[src/rtl/axi_probe_pkg.sv]
// Shared response codes and FSM state types for the AXI-lite probe target.
// AXI_TARGET_WAIT_EN adds the read wait state used for programmable read latency.
package axi_probe_pkg;

  localparam logic [1:0] AXI_RESP_OKAY   = 2'b00;
  localparam logic [1:0] AXI_RESP_SLVERR = 2'b10;

  typedef enum logic [1:0] {WIdle, WAheld, WDheld, WResp} wr_state_e;

`ifdef AXI_TARGET_WAIT_EN
  typedef enum logic [1:0] {RIdle, RWait, RResp} rd_state_e;
`else
  typedef enum logic {RIdle, RResp} rd_state_e;
`endif

endpackage

[src/rtl/axi_probe_target_if.sv]
// AXI-lite subset bus between the probe master and the register-file target.
interface axi_probe_target_if;
  logic [31:0] araddr;
  logic [2:0]  arsize;
  logic        arvalid;
  logic        arready;
  logic [31:0] rdata;
  logic [1:0]  rresp;
  logic        rvalid;
  logic        rready;
  logic [31:0] awaddr;
  logic [2:0]  awsize;
  logic        awvalid;
  logic        awready;
  logic [31:0] wdata;
  logic [3:0]  wstrb;
  logic        wvalid;
  logic        wready;
  logic [1:0]  bresp;
  logic        bvalid;
  logic        bready;

  modport slave (
    input  araddr, arsize, arvalid, rready, awaddr, awsize, awvalid, wdata, wstrb, wvalid, bready,
    output arready, rdata, rresp, rvalid, awready, wready, bresp, bvalid
  );

  modport master (
    output araddr, arsize, arvalid, rready, awaddr, awsize, awvalid, wdata, wstrb, wvalid, bready,
    input  arready, rdata, rresp, rvalid, awready, wready, bresp, bvalid
  );
endinterface

[src/rtl/axi_target_regfile.sv]
// NumWords x 32 storage: one byte-strobed write port, one registered read port,
// synchronous clear of every word and of the read register.
module axi_target_regfile #(
  parameter int unsigned NumWords = 16,
  parameter int unsigned AddrW    = $clog2(NumWords)
) (
  input  logic             clk_i,
  input  logic             clr_i,
  input  logic             we_i,
  input  logic [AddrW-1:0] waddr_i,
  input  logic [31:0]      wdata_i,
  input  logic [3:0]       wstrb_i,
  input  logic             re_i,
  input  logic [AddrW-1:0] raddr_i,
  output logic [31:0]      rdata_o
);

  logic [31:0] mem_q [NumWords];
  logic [31:0] rdata_q;

  // Read samples the pre-write contents when both ports hit the same word.
  always_ff @(posedge clk_i) begin
    if (clr_i) begin
      for (int i = 0; i < int'(NumWords); i++) mem_q[i] <= '0;
      rdata_q <= '0;
    end else begin
      if (we_i) begin
        for (int b = 0; b < 4; b++) begin
          if (wstrb_i[b]) mem_q[waddr_i][8*b +: 8] <= wdata_i[8*b +: 8];
        end
      end
      if (re_i) rdata_q <= mem_q[raddr_i];
    end
  end

  assign rdata_o = rdata_q;

endmodule

[src/rtl/axi_probe_target.sv]
// AXI-lite subset responder: address decode, independent read/write FSMs over a shared regfile.
// Define AXI_TARGET_WAIT_EN to stretch read latency to RD_LATENCY cycles.
module axi_probe_target
  import axi_probe_pkg::*;
#(
  parameter logic [31:0] BASE_ADDR  = 32'h0000_0000,
  parameter int unsigned NUM_WORDS  = 16,
  parameter int unsigned RD_LATENCY = 4
) (
  input  logic               clk,
  input  logic               s_areset,
  axi_probe_target_if.slave  s_axi
);

  localparam int unsigned AddrW = $clog2(NUM_WORDS);
  localparam logic [29:0] BaseW = BASE_ADDR[31:2];

  if ((BASE_ADDR[1:0] != 2'b00) || (NUM_WORDS < 2) || (NUM_WORDS > 256) ||
      ((NUM_WORDS & (NUM_WORDS - 1)) != 0) || (RD_LATENCY < 1) || (RD_LATENCY > 15))
  begin : g_param_err
    $error("axi_probe_target: illegal parameter value");
  end

  // Sub-word address bits and transfer sizes carry no meaning here.
  logic unused_inputs;
  assign unused_inputs = ^{s_axi.arsize, s_axi.awsize, s_axi.araddr[1:0], s_axi.awaddr[1:0]};

  // ---------------- write path ----------------
  wr_state_e   w_state_q, w_state_d;
  logic [29:0] awaddr_q, awaddr_d;
  logic [31:0] wdata_q, wdata_d;
  logic [3:0]  wstrb_q, wstrb_d;
  logic [1:0]  bresp_q, bresp_d;
  logic        aw_hs, w_hs, commit, cm_hit;
  logic [29:0] cm_addr, cm_off;
  logic [31:0] cm_data;
  logic [3:0]  cm_strb;

  assign s_axi.awready = !s_areset && ((w_state_q == WIdle) || (w_state_q == WDheld));
  assign s_axi.wready  = !s_areset && ((w_state_q == WIdle) || (w_state_q == WAheld));
  assign aw_hs = s_axi.awvalid && s_axi.awready;
  assign w_hs  = s_axi.wvalid && s_axi.wready;

  always_comb begin
    w_state_d = w_state_q;
    awaddr_d  = awaddr_q;
    wdata_d   = wdata_q;
    wstrb_d   = wstrb_q;
    commit    = 1'b0;
    cm_addr   = awaddr_q;
    cm_data   = wdata_q;
    cm_strb   = wstrb_q;
    unique case (w_state_q)
      WIdle: begin
        if (aw_hs && w_hs) begin
          commit    = 1'b1;
          cm_addr   = s_axi.awaddr[31:2];
          cm_data   = s_axi.wdata;
          cm_strb   = s_axi.wstrb;
          w_state_d = WResp;
        end else if (aw_hs) begin
          awaddr_d  = s_axi.awaddr[31:2];
          w_state_d = WAheld;
        end else if (w_hs) begin
          wdata_d   = s_axi.wdata;
          wstrb_d   = s_axi.wstrb;
          w_state_d = WDheld;
        end
      end
      WAheld: begin
        if (w_hs) begin
          commit    = 1'b1;
          cm_data   = s_axi.wdata;
          cm_strb   = s_axi.wstrb;
          w_state_d = WResp;
        end
      end
      WDheld: begin
        if (aw_hs) begin
          commit    = 1'b1;
          cm_addr   = s_axi.awaddr[31:2];
          w_state_d = WResp;
        end
      end
      WResp:   if (s_axi.bready) w_state_d = WIdle;
      default: w_state_d = WIdle;
    endcase
  end

  assign cm_off  = cm_addr - BaseW;
  assign cm_hit  = (cm_addr >= BaseW) && ({2'b00, cm_off} < NUM_WORDS);
  assign bresp_d = commit ? (cm_hit ? AXI_RESP_OKAY : AXI_RESP_SLVERR) : bresp_q;

  always_ff @(posedge clk) begin
    if (s_areset) begin
      w_state_q <= WIdle;
      awaddr_q  <= '0;
      wdata_q   <= '0;
      wstrb_q   <= '0;
      bresp_q   <= AXI_RESP_OKAY;
    end else begin
      w_state_q <= w_state_d;
      awaddr_q  <= awaddr_d;
      wdata_q   <= wdata_d;
      wstrb_q   <= wstrb_d;
      bresp_q   <= bresp_d;
    end
  end

  assign s_axi.bvalid = !s_areset && (w_state_q == WResp);
  assign s_axi.bresp  = s_areset ? 2'b00 : bresp_q;

  // ---------------- read path ----------------
  rd_state_e   r_state_q, r_state_d;
  logic [1:0]  rresp_q, rresp_d;
  logic        ar_hs, ar_hit;
  logic [29:0] ar_off;
  logic [31:0] rf_rdata;

  assign s_axi.arready = !s_areset && (r_state_q == RIdle);
  assign ar_hs   = s_axi.arvalid && s_axi.arready;
  assign ar_off  = s_axi.araddr[31:2] - BaseW;
  assign ar_hit  = (s_axi.araddr[31:2] >= BaseW) && ({2'b00, ar_off} < NUM_WORDS);
  assign rresp_d = ar_hs ? (ar_hit ? AXI_RESP_OKAY : AXI_RESP_SLVERR) : rresp_q;

`ifdef AXI_TARGET_WAIT_EN
  logic [3:0] rcnt_q, rcnt_d;
`endif

  always_comb begin
    r_state_d = r_state_q;
`ifdef AXI_TARGET_WAIT_EN
    rcnt_d    = rcnt_q;
`endif
    unique case (r_state_q)
      RIdle: begin
        if (ar_hs) begin
`ifdef AXI_TARGET_WAIT_EN
          if (RD_LATENCY == 1) begin
            r_state_d = RResp;
          end else begin
            r_state_d = RWait;
            rcnt_d    = 4'(RD_LATENCY - 1);
          end
`else
          r_state_d = RResp;
`endif
        end
      end
`ifdef AXI_TARGET_WAIT_EN
      RWait: begin
        rcnt_d = rcnt_q - 4'd1;
        if (rcnt_q == 4'd1) r_state_d = RResp;
      end
`endif
      RResp:   if (s_axi.rready) r_state_d = RIdle;
      default: r_state_d = RIdle;
    endcase
  end

  always_ff @(posedge clk) begin
    if (s_areset) begin
      r_state_q <= RIdle;
      rresp_q   <= AXI_RESP_OKAY;
`ifdef AXI_TARGET_WAIT_EN
      rcnt_q    <= '0;
`endif
    end else begin
      r_state_q <= r_state_d;
      rresp_q   <= rresp_d;
`ifdef AXI_TARGET_WAIT_EN
      rcnt_q    <= rcnt_d;
`endif
    end
  end

  assign s_axi.rvalid = !s_areset && (r_state_q == RResp);
  assign s_axi.rresp  = s_areset ? 2'b00 : rresp_q;
  assign s_axi.rdata  = (!s_areset && (rresp_q == AXI_RESP_OKAY)) ? rf_rdata : 32'h0;

  axi_target_regfile #(
    .NumWords (NUM_WORDS),
    .AddrW    (AddrW)
  ) u_regfile (
    .clk_i   (clk),
    .clr_i   (s_areset),
    .we_i    (commit && cm_hit),
    .waddr_i (cm_off[AddrW-1:0]),
    .wdata_i (cm_data),
    .wstrb_i (cm_strb),
    .re_i    (ar_hs),
    .raddr_i (ar_off[AddrW-1:0]),
    .rdata_o (rf_rdata)
  );

endmodule

[src/flat_wrapper.sv]
// flat-port wrapper written by rule: the top's interface ports become plain ports
module axi_probe_target_flat import axi_probe_pkg::*;
#(
  parameter logic [31:0] BASE_ADDR  = 32'h0000_0000,
  parameter int unsigned NUM_WORDS  = 16,
  parameter int unsigned RD_LATENCY = 4
)
  (clk, s_areset, s_axi_araddr, s_axi_arsize, s_axi_arvalid, s_axi_rready, s_axi_awaddr, s_axi_awsize, s_axi_awvalid, s_axi_wdata, s_axi_wstrb, s_axi_wvalid, s_axi_bready, s_axi_arready, s_axi_rdata, s_axi_rresp, s_axi_rvalid, s_axi_awready, s_axi_wready, s_axi_bresp, s_axi_bvalid);
  axi_probe_target_if s_axi_i ();
  input  logic clk;
  input  logic s_areset;
  input wire logic [$bits(s_axi_i.araddr)-1:0] s_axi_araddr;
  input wire logic [$bits(s_axi_i.arsize)-1:0] s_axi_arsize;
  input wire logic [$bits(s_axi_i.arvalid)-1:0] s_axi_arvalid;
  input wire logic [$bits(s_axi_i.rready)-1:0] s_axi_rready;
  input wire logic [$bits(s_axi_i.awaddr)-1:0] s_axi_awaddr;
  input wire logic [$bits(s_axi_i.awsize)-1:0] s_axi_awsize;
  input wire logic [$bits(s_axi_i.awvalid)-1:0] s_axi_awvalid;
  input wire logic [$bits(s_axi_i.wdata)-1:0] s_axi_wdata;
  input wire logic [$bits(s_axi_i.wstrb)-1:0] s_axi_wstrb;
  input wire logic [$bits(s_axi_i.wvalid)-1:0] s_axi_wvalid;
  input wire logic [$bits(s_axi_i.bready)-1:0] s_axi_bready;
  output wire logic [$bits(s_axi_i.arready)-1:0] s_axi_arready;
  output wire logic [$bits(s_axi_i.rdata)-1:0] s_axi_rdata;
  output wire logic [$bits(s_axi_i.rresp)-1:0] s_axi_rresp;
  output wire logic [$bits(s_axi_i.rvalid)-1:0] s_axi_rvalid;
  output wire logic [$bits(s_axi_i.awready)-1:0] s_axi_awready;
  output wire logic [$bits(s_axi_i.wready)-1:0] s_axi_wready;
  output wire logic [$bits(s_axi_i.bresp)-1:0] s_axi_bresp;
  output wire logic [$bits(s_axi_i.bvalid)-1:0] s_axi_bvalid;
  assign s_axi_i.araddr = s_axi_araddr;
  assign s_axi_i.arsize = s_axi_arsize;
  assign s_axi_i.arvalid = s_axi_arvalid;
  assign s_axi_i.rready = s_axi_rready;
  assign s_axi_i.awaddr = s_axi_awaddr;
  assign s_axi_i.awsize = s_axi_awsize;
  assign s_axi_i.awvalid = s_axi_awvalid;
  assign s_axi_i.wdata = s_axi_wdata;
  assign s_axi_i.wstrb = s_axi_wstrb;
  assign s_axi_i.wvalid = s_axi_wvalid;
  assign s_axi_i.bready = s_axi_bready;
  assign s_axi_arready = s_axi_i.arready;
  assign s_axi_rdata = s_axi_i.rdata;
  assign s_axi_rresp = s_axi_i.rresp;
  assign s_axi_rvalid = s_axi_i.rvalid;
  assign s_axi_awready = s_axi_i.awready;
  assign s_axi_wready = s_axi_i.wready;
  assign s_axi_bresp = s_axi_i.bresp;
  assign s_axi_bvalid = s_axi_i.bvalid;
  axi_probe_target #(.BASE_ADDR(BASE_ADDR), .NUM_WORDS(NUM_WORDS), .RD_LATENCY(RD_LATENCY)) u_core (.clk(clk), .s_areset(s_areset), .s_axi(s_axi_i));
endmodule
[config.mk]
export PLATFORM = sky130hd
export DESIGN_NAME = axi_probe_target_flat
export DESIGN_NICKNAME = d
export VERILOG_FILES = /design/src/rtl/axi_probe_pkg.sv /design/src/rtl/axi_probe_target_if.sv /design/src/rtl/axi_target_regfile.sv /design/src/rtl/axi_probe_target.sv /design/src/flat_wrapper.sv
export SDC_FILE = /design/constraint.sdc
export NUM_CORES = 1
export LEC_CHECK = 0
export BUFFER_PORTS_ARGS = -buffer_cell sky130_fd_sc_hd__buf_4
export CAP_MARGIN = 10
export CORE_MARGIN = 10
export CORE_UTILIZATION = 40
export CTS_CLUSTER_DIAMETER = 40
export DETAILED_ROUTE_END_ITERATION = 10
export PLACE_DENSITY = 0.67
export SYNTH_ARGS = -nofsm -noshare
export SYNTH_HDL_FRONTEND = slang
export SYNTH_HIERARCHICAL = 1
export SYNTH_SLANG_ARGS = --single-unit
[constraint.sdc]
create_clock -name clk -period 5 [get_ports clk]
set_clock_uncertainty 0.15 [all_clocks]
set_input_delay 0.25 -clock clk [delete_from_list [all_inputs] [get_ports clk]]
set_output_delay 0.25 -clock clk [all_outputs]
set_load 0.02 [all_outputs]
Yosys cells after proc, flatten, opt, wreduce, memory -nomap -nowiden
Memory sizes are Yosys's and may differ from the RTL's. A register that Yosys moved wholly into a read port is not among the register bits.
Index checks and enable logic that the tools add are counted.

word-level totals
  register bits after elaboration = 73
  bits in writable memories = 512
  bits of input ports = 113
  output and inout bits = 41
  memories kept = 1

memories
  name                    depth  bits a word  rd ports  clocked after Yosys merged registers in  wr ports  line                      source
  u_core.u_regfile.mem_q  16     32           1         1                                        16        axi_target_regfile.sv:18  logic [31:0] mem_q [NumWords];

operators by class
  $lt $le $gt $ge = 4
  equality and inequality tests = 7
  multiplexer cells = 49
  bitwise operators = 3
  reductions and logical operators = 22

operators by type and width
  operator                                                                               count
  32-bit two-way mux                                                                     4
  32-bit case mux with 2 select lines                                                    1
  30-bit by 1-bit greater-or-equal comparator with 1-bit output (second input constant)  2
  30-bit by 5-bit < comparator with 1-bit output (second input constant)                 2
  30-bit two-way mux                                                                     2
  30-bit case mux with 2 select lines                                                    1
  32-bit OR reduction                                                                    1
  1-bit two-way mux                                                                      23
  2-bit two-way mux                                                                      10
  4-bit two-way mux                                                                      4
  1-bit logical AND                                                                      13
  2-bit case mux with 4 select lines                                                     1
  4-bit case mux with 2 select lines                                                     1
  2-bit == test (second input constant)                                                  2
  2-bit logical NOT                                                                      2
  2-bit by 1-bit inequality test with 1-bit output (second input constant)               2
  4-bit by 2-bit inequality test with 1-bit output (second input constant)               1
  4-bit AND reduction                                                                    1
  1-bit NOT                                                                              3
  1-bit case mux with 3 select lines                                                     1
  3-bit AND reduction                                                                    1
  2-bit by 1-bit == test with 1-bit output (second input constant)                       1
  1-bit logical OR                                                                       2
  2-bit inequality test (second input constant)                                          1
  other kinds (3)                                                                        3

Depth between registers and ports, before layout
  word-level depth = 15
  depth in mapped cells = 12

Hierarchy
The synthesis kept the hierarchy.

by module, submodules not included
  module              instances  cells each  area each (µm²)
  axi_target_regfile  1          1903        24757.5
  axi_probe_target    1          470         3529.6

Worst setup path after synthesis
No wires, ideal clock.

  kind = input -> register
  start point = input s_axi_awaddr[17]
  end point = memory u_core.u_regfile.mem_q[0][16], enable pin
  library setup time = 0.309 ns
  arrival time = 2.436 ns
  slack = 2.105 ns
  cell stages on the path = 9
  cell sequence = or4_1 or3_1 a221oi_2 and3_1 and2b_1 nand2_1 buf_4 nor2_1 or2_2

RTL lines
  item                line                      source
  start: declaration  flat_wrapper.sv:16        input wire logic [$bits(s_axi_i.awaddr)-1:0] s_axi_awaddr;
  end: declaration    axi_target_regfile.sv:18

==> flow_metrics.env <==
export IMPL_final_cells=3570
export IMPL_cts_buffers=85
export IMPL_cts_max_level=3
export IMPL_swShare_pct=25.2
export IMPL_crit_slowest_cell="nand3_1"
export IMPL_cts_tree="built"
export IMPL_fin_crit_sh_pct=85.3
export IMPL_insertion_delay_ns=0.63
export IMPL_hp_start="s_axi_araddr[3]"
export IMPL_drive_above_1_share_pct=14.4
export IMPL_internal_power_w=0.0102
export IMPL_pwr_share_seq_pct=42.9
export IMPL_maxUsedRoutingLayer="met5"
export IMPL_dp_cells=3333
export IMPL_maxSlewHeadroom_pct=24.7
export IMPL_ys_types=45
export IMPL_m1WireLength_mm=31.5
export IMPL_nets=2674
export IMPL_maxCapViolCount=0
export IMPL_place_congestion=0.863
export IMPL_setup_ws_ns=0.733
export IMPL_grt_pass1_vias=19500
export IMPL_tns_ns=0
export IMPL_fmax_mhz=234
export IMPL_ys_ff_latch=615
export IMPL_r2r_end="u_core/u_regfile/mem_q[11][21]$_SDFFCE_PN0P_"
export IMPL_start_kind="flip-flop"
export IMPL_min_period_ns=4.27
export IMPL_route_met2_wl_mm=35.0
export IMPL_reg2reg_depth=11
export IMPL_drtPass1Iterations=5
export IMPL_ctsResizeCount=0
export IMPL_finalSetupViolations=0
export IMPL_gr_total_overflow=0
export IMPL_die_width_um=286
export IMPL_crit_fanout=9
export IMPL_worstSetupPathType="reg -> reg"
export IMPL_core_area_um2=70000
export IMPL_pwr_share_clk_pct=46.5
export IMPL_yosysTopAreaCell="edfxtp_1"
export IMPL_startpoint="u_core/w_state_q[0]$_SDFFE_PP0P_"
export IMPL_power_leakage_nw=13.2
export IMPL_clkTransAtPathRegs_ns=0.06
export IMPL_wl_per_cell_um=20.8
export IMPL_root_buffer="clkbuf_16"
export IMPL_worstPathCellList="inv_1 -> ha_1 -> nor2_1 -> nor2_1 -> a21oi_1 -> nor2_1 -> a22o_1 -> nor2b_1 -> nand3_1 -> nor2_1 -> or2_2"
export IMPL_slowest_delay_ns=0.59
export IMPL_dp_hpwl_mm=47.9
export IMPL_antenna_found_initial=3
export IMPL_place_ws_ns=0.881
export IMPL_cp_end_kind="flip-flop"
export IMPL_io_buffers=141
export IMPL_slew_viol_final=0
export IMPL_avgSynthCellArea_um2=11.9
export IMPL_power_net_switching_w=0.00343
export IMPL_clockBufferDepth=3
export IMPL_synth_top_area_share_pct=54.4
export IMPL_yosys_warnings=6
export IMPL_p_per_area_nw_per_um2=401
export IMPL_viasPerCell=5.29
export IMPL_worst_slew_pin_slew_ns=1.13
export IMPL_fp_row_count=97
export IMPL_die_h_um=286
export IMPL_hold_viol=0
export IMPL_irDropWorstVdd_mv=0.249
export IMPL_start_util_pct=40.4
export IMPL_synth_edf_count=512
export IMPL_io_pins=154
export IMPL_track_usage_pct=17.7
export IMPL_dr_wl_met3_mm=6.13
export IMPL_cp_arrival_ns=4.43
export IMPL_status="finished, final reports clean"
export IMPL_ff2ff_setup_slack_ns=0.73
export IMPL_syn_instance_count=2373
export IMPL_crit_top_cell="nor2_1"
export IMPL_ys_seq_area_share_pct=61.6
export IMPL_drc_errors=0
export IMPL_drt_wl_total_mm=74.4
export IMPL_dr_total_vias=18900
export IMPL_grt_max_degree=83
export IMPL_cp_required_ns=5.17
export IMPL_ant_nets=0
export IMPL_endpoint="u_core/u_regfile/mem_q[11][21]$_SDFFCE_PN0P_"
export IMPL_synth_area_leaders="edfxtp_1 54%, and2_1 12%, mux2i_1 9.1%, dfxtp_1 7.3%, nand2_1 3.3%"
export IMPL_drt_iter0_markers=1613
export IMPL_reg2reg_from="u_core/w_state_q[0]$_SDFFE_PP0P_"
export IMPL_grt_setup_unrepaired="no"
export IMPL_cts_num_sinks=615
export IMPL_area_growth_pct=19.7
export IMPL_grt_pass1_wl_mm=112
export IMPL_hp_class="in -> reg"
export IMPL_synthArstFlopShare_pct=0
export IMPL_combPwrFrac_pct=10.7
export IMPL_syn_area_um2=28300
export IMPL_die_area_um2=81800
export IMPL_ys_flop_type="edfxtp_1"
-- synth_stat cells, types with 2 or more instances --
master and number:
and2_1 545, edfxtp_1 512, mux2i_1 256, nand2_1 248, a21oi_1 137, nand3_1 104
dfxtp_1 103, clkbuf_1 88, nor2_1 84, or2_2 65, a22oi_1 64, a22o_1 40
buf_4 25, buf_2 19, nor4_1 17, nor2b_1 8, ha_1 6, and2b_1 5
buf_1 5, inv_1 5, nand4_1 4, clkbuf_4 3, a211oi_1 2, nand2b_1 2
nor3_1 2, o21ai_0 2, o21ai_1 2, or3_1 2, or4_1 2
-- critical path, delay by kind of cell (launching register included) --
kind                     cells  cell delay (ns)
AO/OA/AOI/OAI                2             0.51
AND/OR/NAND/NOR              7             2.44
buffers and inverters        1             0.15
flip-flops                   1             0.35
adder cells (fa/ha/maj)      1             0.36
-- state kept, by name (all words and copies together) (netlist names) --
name / count
u_core/wdata_q: 32
u_core/u_regfile/rdata_o: 32
u_core/awaddr_q: 30
u_core/bresp_q: 1
u_core/rresp_q: 1
u_core/r_state_q: 1
u_core/u_regfile/mem_q: 512
u_core/w_state_q: 2
u_core/wstrb_q: 4
-- cells by family after synthesis --
family          after synthesis  share of synthesized area, %
flops                       615                          61.6
mux                         256                          9.06
other cells                   1                        0.0133
compound gates              252                          5.65
simple gates               1096                          20.9
buf+inv                     147                          2.44
fa+ha+maj                     6                         0.265
-- through the flow --
step | hold WS, ns | utilization, % | area (um2) | total power (W)
after floorplan | 0.211 | - | 28300 | 0.00677
after global placement | 0.287 | 43.0 | 30100 | 0.00725
after detailed placement | 0.291 | 43.0 | 30100 | 0.00730
after CTS | 0.00582 | 48.4 | 33900 | 0.0137
after global routing | 0.0604 | 48.4 | 33900 | 0.0140
final | 0.0338 | 48.4 | 33900 | 0.0136
-- power by group through the flow --
stage / clock, W / combinational, W / sequential (W)
after global routing: 0.00662 / 0.00155 / 0.00585
after floorplan: 0 / 0.000866 / 0.00590
after detailed placement: 0 / 0.00137 / 0.00593
after CTS: 0.00641 / 0.00142 / 0.00583
after global placement: 0 / 0.00133 / 0.00592
final: 0.00631 / 0.00145 / 0.00583
-- routing by layer --
| layer | GRT usage (%) | vias up |
|---|---|---|
| met4 | 5.50 | 2 |
| met1 | 22.6 | 9234 |
| li1 | - | 8770 |
| met5 | 0 | - |
| met2 | 28.8 | 747 |
| met3 | 4.87 | 124 |
-- placed cells by master (no fill, tap or decap), drive strengths merged, types with 2 or more instances in the layout --
master,n
diode,3
dfxtp,103
buf,161
inv,19
nand2,248
and2,545
a22o,40
conb,2
and3,2
o21ai,4
bufinv,12
ha,6
or3,2
clkbuf,109
nor2b,8
nand3,104
and2b,5
a21oi,137
mux2i,256
nor3,2
or4,2
edfxtp,512
a22oi,64
nand4,4
or2,66
clkinvlp,8
clkinv,16
nor2,85
nand2b,3
a211oi,2
dlygate4sd3,75
nor4,17
-- worst min-delay path by stage --
stage                                          endpoint  slack, ns  cells past startpoint
5_1_grt                u_core/awaddr_q[28]$_SDFFE_PP0P_       0.06                      5
3_5_place_dp   u_core/u_regfile/rdata_o[5]$_SDFFE_PP0P_       0.29                      2
2_1_floorplan               u_core/r_state_q$_SDFF_PP0_       0.21                      1
6_report       u_core/u_regfile/rdata_o[0]$_SDFFE_PP0P_       0.03                      5
3_3_place_gp   u_core/u_regfile/rdata_o[6]$_SDFFE_PP0P_       0.29                      2
4_1_cts        u_core/u_regfile/rdata_o[2]$_SDFFE_PP0P_      0.006                      5
-- cell type report --
| type | instances | area [um2] |
|---|---|---|
| flip-flops and latches | 615 | 17400 |
| diodes | 3 | 7.51 |
| inverters | 5 | 18.8 |
| clock inverters | 50 | 702 |
| multi-input cells | 1612 | 10200 |
| fillers | 6045 | 36200 |
| well taps | 940 | 1180 |
| clock buffers | 109 | 2320 |
| repair buffers | 236 | 1990 |
-- timing repair --
action                    in CTS  in global routing
hold buffers                  75                  0
buffers inserted               0                  0
hold endpoints to repair      70                  0
Power figures use the tool's default switching activity.
